==> src/rtl/serial_parallel_loader_if.sv <==
// Bundle between the host byte stream, the loader and the two memory write ports.
// Latency: none (wires only).
// Backpressure: byte_valid/byte_ready handshake; the memory write ports cannot stall.
//
// Port summary
//   host -> loader : start, inst_count, data_count, byte_in, byte_valid
//   loader -> host : byte_ready, busy, finish
//   loader -> mems : we/data/address for the instruction and data memories
interface serial_parallel_loader_if #(
    parameter int INST_W = 15,
    parameter int DATA_W = 128,
    parameter int ADDR_W = 8
) ();
    logic              start;
    logic [ADDR_W-1:0] inst_count;
    logic [ADDR_W-1:0] data_count;
    logic [7:0]        byte_in;
    logic              byte_valid;
    logic              byte_ready;
    logic              we_inst_mem;
    logic [INST_W-1:0] data_inst_mem;
    logic [ADDR_W-1:0] address_inst_mem;
    logic              we_data_mem;
    logic [DATA_W-1:0] data_data_mem;
    logic [ADDR_W-1:0] address_data_mem;
    logic              busy;
    logic              finish;

    // Host / testbench side.
    modport master (
        output start, inst_count, data_count, byte_in, byte_valid,
        input  byte_ready, we_inst_mem, data_inst_mem, address_inst_mem,
        input  we_data_mem, data_data_mem, address_data_mem, busy, finish
    );

    // Loader side.
    modport slave (
        input  start, inst_count, data_count, byte_in, byte_valid,
        output byte_ready, we_inst_mem, data_inst_mem, address_inst_mem,
        output we_data_mem, data_data_mem, address_data_mem, busy, finish
    );
endinterface

==> src/rtl/serial_parallel_loader.sv <==
// Assembles a byte-serial host stream into instruction words then data words and writes them to memory.
// Latency: write strobe 1 cycle after the accepting edge of a word's final byte.
// Backpressure: byte_ready high only while loading; host stalls by dropping byte_valid, partial words are held.
//
// Port summary
//   clk, rst_n : rising-edge clock, asynchronous active-low reset
//   bus        : serial_parallel_loader_if.slave (host stream, memory write ports, busy/finish)
module serial_parallel_loader #(
    parameter int INST_W = 15,
    parameter int DATA_W = 128,
    parameter int ADDR_W = 8
) (
    input  logic                     clk,
    input  logic                     rst_n,
    serial_parallel_loader_if.slave  bus
);
    localparam int DATA_BYTES = DATA_W / 8;
    localparam int BIDX_W     = $clog2(DATA_BYTES);
    localparam logic [BIDX_W-1:0] LAST_DATA_BYTE = BIDX_W'(DATA_BYTES - 1);

    typedef enum logic [1:0] {
        IDLE      = 2'd0,
        LOAD_INST = 2'd1,
        LOAD_DATA = 2'd2,
        DONE      = 2'd3
    } state_t;

    state_t              state;
    logic [ADDR_W-1:0]   inst_cnt_q;
    logic [ADDR_W-1:0]   data_cnt_q;
    logic [ADDR_W-1:0]   word_idx;
    logic [BIDX_W-1:0]   byte_idx;
    logic [7:0]          inst_lo;
    logic [DATA_W-1:0]   data_asm;
    logic [DATA_W-1:0]   data_next;

    logic                busy_q;
    logic                finish_q;
    logic                we_inst_q;
    logic [INST_W-1:0]   data_inst_q;
    logic [ADDR_W-1:0]   addr_inst_q;
    logic                we_data_q;
    logic [DATA_W-1:0]   data_data_q;
    logic [ADDR_W-1:0]   addr_data_q;

    logic                accept;
    logic                last_inst_word;
    logic                last_data_word;

    // busy_q tracks LOAD_INST/LOAD_DATA exactly, so it doubles as byte_ready.
    assign accept         = bus.byte_valid && busy_q;
    assign last_inst_word = (word_idx == inst_cnt_q - ADDR_W'(1));
    assign last_data_word = (word_idx == data_cnt_q - ADDR_W'(1));

    // Data word with the incoming byte merged in at its little-endian slot; on the
    // final byte this is the complete word, so it can go straight to the output.
    always_comb begin
        data_next = data_asm;
        data_next[{byte_idx, 3'b000} +: 8] = bus.byte_in;
    end

    always_ff @(posedge clk or negedge rst_n) begin
        if (!rst_n) begin
            state       <= IDLE;
            inst_cnt_q  <= '0;
            data_cnt_q  <= '0;
            word_idx    <= '0;
            byte_idx    <= '0;
            inst_lo     <= '0;
            data_asm    <= '0;
            busy_q      <= 1'b0;
            finish_q    <= 1'b0;
            we_inst_q   <= 1'b0;
            data_inst_q <= '0;
            addr_inst_q <= '0;
            we_data_q   <= 1'b0;
            data_data_q <= '0;
            addr_data_q <= '0;
        end else begin
            // Strobes are single-cycle; data/address registers hold their last value.
            we_inst_q <= 1'b0;
            we_data_q <= 1'b0;

            case (state)
                IDLE, DONE: begin
                    if (bus.start) begin
                        inst_cnt_q <= bus.inst_count;
                        data_cnt_q <= bus.data_count;
                        word_idx   <= '0;
                        byte_idx   <= '0;
                        if (bus.inst_count != '0) begin
                            state    <= LOAD_INST;
                            busy_q   <= 1'b1;
                            finish_q <= 1'b0;
                        end else if (bus.data_count != '0) begin
                            state    <= LOAD_DATA;
                            busy_q   <= 1'b1;
                            finish_q <= 1'b0;
                        end else begin
                            // Nothing to load: straight to DONE, finish re-asserts at once.
                            state    <= DONE;
                            busy_q   <= 1'b0;
                            finish_q <= 1'b1;
                        end
                    end
                end

                LOAD_INST: begin
                    if (accept) begin
                        if (byte_idx == '0) begin
                            inst_lo  <= bus.byte_in;
                            byte_idx <= BIDX_W'(1);
                        end else begin
                            // Top bit of the high byte does not fit in the word and is dropped.
                            we_inst_q   <= 1'b1;
                            data_inst_q <= {bus.byte_in[INST_W-9:0], inst_lo};
                            addr_inst_q <= word_idx;
                            byte_idx    <= '0;
                            if (last_inst_word) begin
                                word_idx <= '0;
                                if (data_cnt_q != '0) begin
                                    state <= LOAD_DATA;
                                end else begin
                                    state    <= DONE;
                                    busy_q   <= 1'b0;
                                    finish_q <= 1'b1;
                                end
                            end else begin
                                word_idx <= word_idx + ADDR_W'(1);
                            end
                        end
                    end
                end

                LOAD_DATA: begin
                    if (accept) begin
                        data_asm <= data_next;
                        if (byte_idx == LAST_DATA_BYTE) begin
                            we_data_q   <= 1'b1;
                            data_data_q <= data_next;
                            addr_data_q <= word_idx;
                            byte_idx    <= '0;
                            if (last_data_word) begin
                                word_idx <= '0;
                                state    <= DONE;
                                busy_q   <= 1'b0;
                                finish_q <= 1'b1;
                            end else begin
                                word_idx <= word_idx + ADDR_W'(1);
                            end
                        end else begin
                            byte_idx <= byte_idx + BIDX_W'(1);
                        end
                    end
                end

                default: begin
                    state  <= IDLE;
                    busy_q <= 1'b0;
                end
            endcase
        end
    end

    assign bus.byte_ready       = busy_q;
    assign bus.busy             = busy_q;
    assign bus.finish           = finish_q;
    assign bus.we_inst_mem      = we_inst_q;
    assign bus.data_inst_mem    = data_inst_q;
    assign bus.address_inst_mem = addr_inst_q;
    assign bus.we_data_mem      = we_data_q;
    assign bus.data_data_mem    = data_data_q;
    assign bus.address_data_mem = addr_data_q;
endmodule
==> src/flat_wrapper.sv <==
// flat-port wrapper written by rule: the top's interface ports become plain ports
module serial_parallel_loader_flat 
#(
    parameter int INST_W = 15,
    parameter int DATA_W = 128,
    parameter int ADDR_W = 8
)
  (clk, rst_n, bus_start, bus_inst_count, bus_data_count, bus_byte_in, bus_byte_valid, bus_byte_ready, bus_we_inst_mem, bus_data_inst_mem, bus_address_inst_mem, bus_we_data_mem, bus_data_data_mem, bus_address_data_mem, bus_busy, bus_finish);
  serial_parallel_loader_if #(.INST_W(INST_W), .DATA_W(DATA_W), .ADDR_W(ADDR_W)) bus_i ();
  input  logic clk;
  input  logic rst_n;
  input wire logic [$bits(bus_i.start)-1:0] bus_start;
  input wire logic [$bits(bus_i.inst_count)-1:0] bus_inst_count;
  input wire logic [$bits(bus_i.data_count)-1:0] bus_data_count;
  input wire logic [$bits(bus_i.byte_in)-1:0] bus_byte_in;
  input wire logic [$bits(bus_i.byte_valid)-1:0] bus_byte_valid;
  output wire logic [$bits(bus_i.byte_ready)-1:0] bus_byte_ready;
  output wire logic [$bits(bus_i.we_inst_mem)-1:0] bus_we_inst_mem;
  output wire logic [$bits(bus_i.data_inst_mem)-1:0] bus_data_inst_mem;
  output wire logic [$bits(bus_i.address_inst_mem)-1:0] bus_address_inst_mem;
  output wire logic [$bits(bus_i.we_data_mem)-1:0] bus_we_data_mem;
  output wire logic [$bits(bus_i.data_data_mem)-1:0] bus_data_data_mem;
  output wire logic [$bits(bus_i.address_data_mem)-1:0] bus_address_data_mem;
  output wire logic [$bits(bus_i.busy)-1:0] bus_busy;
  output wire logic [$bits(bus_i.finish)-1:0] bus_finish;
  assign bus_i.start = bus_start;
  assign bus_i.inst_count = bus_inst_count;
  assign bus_i.data_count = bus_data_count;
  assign bus_i.byte_in = bus_byte_in;
  assign bus_i.byte_valid = bus_byte_valid;
  assign bus_byte_ready = bus_i.byte_ready;
  assign bus_we_inst_mem = bus_i.we_inst_mem;
  assign bus_data_inst_mem = bus_i.data_inst_mem;
  assign bus_address_inst_mem = bus_i.address_inst_mem;
  assign bus_we_data_mem = bus_i.we_data_mem;
  assign bus_data_data_mem = bus_i.data_data_mem;
  assign bus_address_data_mem = bus_i.address_data_mem;
  assign bus_busy = bus_i.busy;
  assign bus_finish = bus_i.finish;
  serial_parallel_loader #(.INST_W(INST_W), .DATA_W(DATA_W), .ADDR_W(ADDR_W)) u_core (.clk(clk), .rst_n(rst_n), .bus(bus_i));
endmodule
==> config.mk <==
export PLATFORM = sky130hd
export DESIGN_NAME = serial_parallel_loader_flat
export DESIGN_NICKNAME = d
export VERILOG_FILES = /design/src/rtl/serial_parallel_loader_if.sv /design/src/rtl/serial_parallel_loader.sv /design/src/flat_wrapper.sv
export SDC_FILE = /design/constraint.sdc
export NUM_CORES = 1
export LEC_CHECK = 0
export ABC_AREA = 1
export CAP_MARGIN = 0
export CORE_MARGIN = 2
export CORE_UTILIZATION = 50
export DETAILED_ROUTE_END_ITERATION = 8
export HOLD_SLACK_MARGIN = 0.12
export PLACE_DENSITY = 0.76
export SETUP_SLACK_MARGIN = 0.5
export SLEW_MARGIN = 15
export SYNTH_ARGS = -nofsm -noshare
export SYNTH_HDL_FRONTEND = slang
export SYNTH_SLANG_ARGS = --single-unit
==> constraint.sdc <==
create_clock -name clk -period 2.4 [get_ports clk]
set_input_delay 0.48 -clock clk [delete_from_list [all_inputs] [get_ports clk]]
set_output_delay 0.48 -clock clk [all_outputs]
set_load 0.005 [all_outputs]
==> results_dict.tcl <==
set metrics [dict create \
    status "completed" \
    p_per_area_nw_per_um2 920 \
    p_leak_nw 9.69 \
    start_util 0.507 \
    drv_cap 0 \
    synth_edf_count 0 \
    path_clk_slew_ns 0.07 \
    hold_viol_final 0 \
    drt_iter0_markers 1486 \
    antenna_found_initial 0 \
    clkPwrFrac 0.290 \
    ant_nets 0 \
    layout.nets 1998 \
    cts-htree-levels 2 \
    peakVddDrop_mv 0.551 \
    synth-seq-area-share 0.566 \
    syn_nets 1703 \
    fp.dieH_um 175 \
    dieArea_um2 30500 \
    grt_pass1_wl_um 65900 \
    worstPathArrival_ns 2.52 \
    total_power_mw 19.5 \
    cts_buffers 35 \
    period_minus_slack_ns 2.13 \
    fin_crit_sh 0.889 \
    ioPinCount 192 \
    design_area_um2 21200 \
    power.switching_mw 7.04 \
    critical_path.cell_chain "inv_4 -> ha_4 -> xnor2_4 -> clkinv_4 -> buf_6 -> nor3_4 -> buf_8 -> nand2_2 -> o21ai_2 -> o21ai_1" \
    worstPathMaxFanout 8 \
    viasPerCell 5.72 \
    synth_seq_cells 329 \
    syn_to_final_growth_pct 46.0 \
    ys.flop_type "dfrtp_1" \
    diodes 0 \
    clk_latency_ns 0.52 \
    clock.fmax_ghz 0.469 \
    setup_viol 0 \
    combPwrFrac 0.355 \
    fp.coreArea_um2 28700 \
    ys_top_cells_by_area "dfrtp_1 (57%), nand2_1 (13%), o21ai_0 (9.0%)" \
    max_slew.worst_pin.slew_ns 0.573 \
    min_path_type "primary input to asynchronous set/reset pin" \
    switching_share 0.361 \
    seqCellArea_um2 8240 \
    port_buffers 191 \
    dpl-instance-area_um2 17300 \
    root_buffer "clkbuf_16" \
    dr.pass1.iters 7 \
    p_seq_frac 0.355 \
    synth_top_cell_area_share 0.566 \
    crit_path_top_delay_cell "dfrtp_2" \
    synth.distinct_cells 39 \
    die_w_um 175 \
    synth_area_leader_cell "dfrtp_1" \
    gp_congestion 0.876 \
    fillCellCount 1874 \
    slowest_delay_ns 0.45 \
    end_kind "flop" \
    skew_ns 0.0300 \
    grt_pass1_vias 12500 \
    setup-tns-final_ns 0 \
    clock_sinks 329 \
    multi_input_area_um2 7240 \
    grt_max_degree 79 \
    dp_hpwl_um 26600 \
    slew_violations 0 \
    slew-limit-headroom 0.618 \
    rows 62 \
    avgSynthCellArea_um2 8.74 \
    drive_gt1_frac 0.285 \
    worstSetupStartpointType "flop" \
    critPathKind "flop to flop" \
    synthArstFlopShare 1.00 \
    drc 0 \
    cts_tree "built" \
    yosys_warnings 0 \
    wl_per_cell_um 19.9 \
    grt_setup_unrepaired "yes" \
    grtUsageTotal 0.270 \
    wirelength_um 47300 \
    overflow 0 \
    internal_power_mw 12.5 \
    netlist_instances 1665 \
    cts_buffer_depth 3 \
    cp.required_ns 2.79 \
    syn_area_um2 14500 \
    vias 13500 \
]
placed cells by master (no fill, tap or decap), drive strengths merged:
cell type / netlist / final
nor4: 3 / 3
nor2: 104 / 106
clkinvlp: 0 / 6
xnor2: 3 / 3
nor3: 25 / 25
clkdlybuf4s50: 0 / 131
nand2: 511 / 514
o22ai: 8 / 8
nand4: 5 / 5
nand3: 34 / 35
dlygate4sd3: 0 / 1
a31oi: 1 / 1
xor2: 11 / 11
ha: 10 / 10
dlygate4sd2: 0 / 25
dlymetal6s2s: 0 / 34
o21ai: 367 / 367
a21oi: 71 / 71
o221ai: 1 / 1
or2: 1 / 1
buf: 34 / 145
inv: 82 / 81
dfrtp: 329 / 329
bufinv: 0 / 3
clkinv: 2 / 9
clkbuf: 62 / 59
o211ai: 1 / 1
area by class of cell:
cell class	instances	area share
Clock buffer	51	0.0502
Timing Repair Buffer	344	0.173
Sequential cell	329	0.388
Timing Repair inverter	4	0.00141
Tap cell	384	0.0226
Inverter	84	0.0177
Clock inverter	11	0.00672
Multi-Input combinational cell	1162	0.341
state kept, by name (all words and copies together), names as in the netlist:
name / flops
u_core.bus.address_data_mem: 8
u_core.bus.address_inst_mem: 8
u_core.bus.busy: 1
u_core.bus.data_data_mem: 128
u_core.bus.data_inst_mem: 15
u_core.bus.finish: 1
u_core.bus.we_data_mem: 1
u_core.bus.we_inst_mem: 1
u_core.byte_idx: 4
u_core.data_asm: 128
u_core.data_cnt_q: 8
u_core.inst_cnt_q: 8
u_core.inst_lo: 8
u_core.state: 2
u_core.word_idx: 8
per-layer routing:
metal,up-vias,global-route usage,share of wire
li1,6085,-,-
met1,6630,0.368,0.40
met2,672,0.443,0.49
met3,162,0.0487,0.073
met4,0,0.0875,0.038
met5,-,0,0
per-stage QoR:
stage / worst slack [ns] / instances / utilization / hold WS (ns)
3_3_place_gp: 0.0882 / 2192 / 0.602 / 0.409
4_1_cts: 0.463 / 2304 / 0.666 / 0.480
2_1_floorplan: 0.309 / 1665 / - / 0.184
6_report: 0.267 / 2369 / 0.740 / 0.461
5_1_grt: 0.157 / 2369 / 0.740 / 0.495
3_5_place_dp: 0.0580 / 2192 / 0.602 / 0.406
power groups by stage:
stage | logic (mW) | registers [mW] | clock network [mW]
detailed placement | 4.45 | 6.90 | 0
CTS | 5.27 | 6.80 | 5.68
finish | 6.93 | 6.93 | 5.67
floorplan | 3.23 | 6.79 | 0
global route | 7.39 | 7.00 | 5.94
global placement | 4.31 | 6.86 | 0
repair_timing:
| item | in CTS | in global routing |
|---|---|---|
| hold buffers | 1 | 0 |
| gates cloned | 7 | 11 |
| resized for setup | 72 | 425 |
| hold endpoints to repair | 37 | 0 |
| pin swaps | 16 | 70 |
| endpoints found under the setup margin | 304 | 313 |
| setup buffers | 42 | 54 |
path summary, 6_finish.rpt:
check                      depth (start not counted)  slack [ns]                     endpoint                         from
hold / removal                                     2        0.46           u_core.byte_idx[3]                        rst_n
setup reg to reg                                  10        0.27          u_core.data_asm[73]           u_core.byte_idx[0]
setup / recovery                                  10        0.27          u_core.data_asm[73]           u_core.byte_idx[0]
hold reg to reg                                    2        0.48  u_core.bus.data_inst_mem[6]  u_core.bus.data_inst_mem[6]
max in group asynchronous                          3        1.07           u_core.word_idx[4]                        rst_n
min in group clk                                   2        0.48  u_core.bus.data_inst_mem[6]  u_core.bus.data_inst_mem[6]
cells in the mapped netlist (3+ instances only):
cell and count:
buf_6 13, o21ai_0 261, o21ai_1 67, nor2_1 97, nor2_4 4, nand3_1 30
buf_2 18, nand2_1 505, inv_1 74, xor2_1 11, nand3_2 4, nor3_1 20
dfrtp_1 329, nor4_1 3, nand4_1 4, nand2_2 4, nor3_4 4, a21oi_1 71
clkbuf_1 62, o22ai_1 8, ha_1 10, o21ai_2 39, inv_2 6
cells by family (layout without fill, tap and decap cells):
group	Yosys count	after routing	synth area share
compound gates	449	449	0.166
flops	329	329	0.566
fa+ha+maj	10	10	0.00860
xor+xnor	14	14	0.00895
simple gates	683	689	0.195
buf+inv	180	494	0.0559
worst max-delay path, delay by kind of cell, from the launching register on:
| kind | cells | cell delay (ns) |
|---|---|---|
| buffers and inverters | 4 | 0.60 |
| DFF | 1 | 0.45 |
| and+or+nand+nor | 2 | 0.36 |
| AOI/OAI and AO/OA | 2 | 0.20 |
| xor gates and xnor gates | 1 | 0.19 |
| adders and majority gates | 1 | 0.18 |
Note: power is estimated with default switching activity, not from simulation.
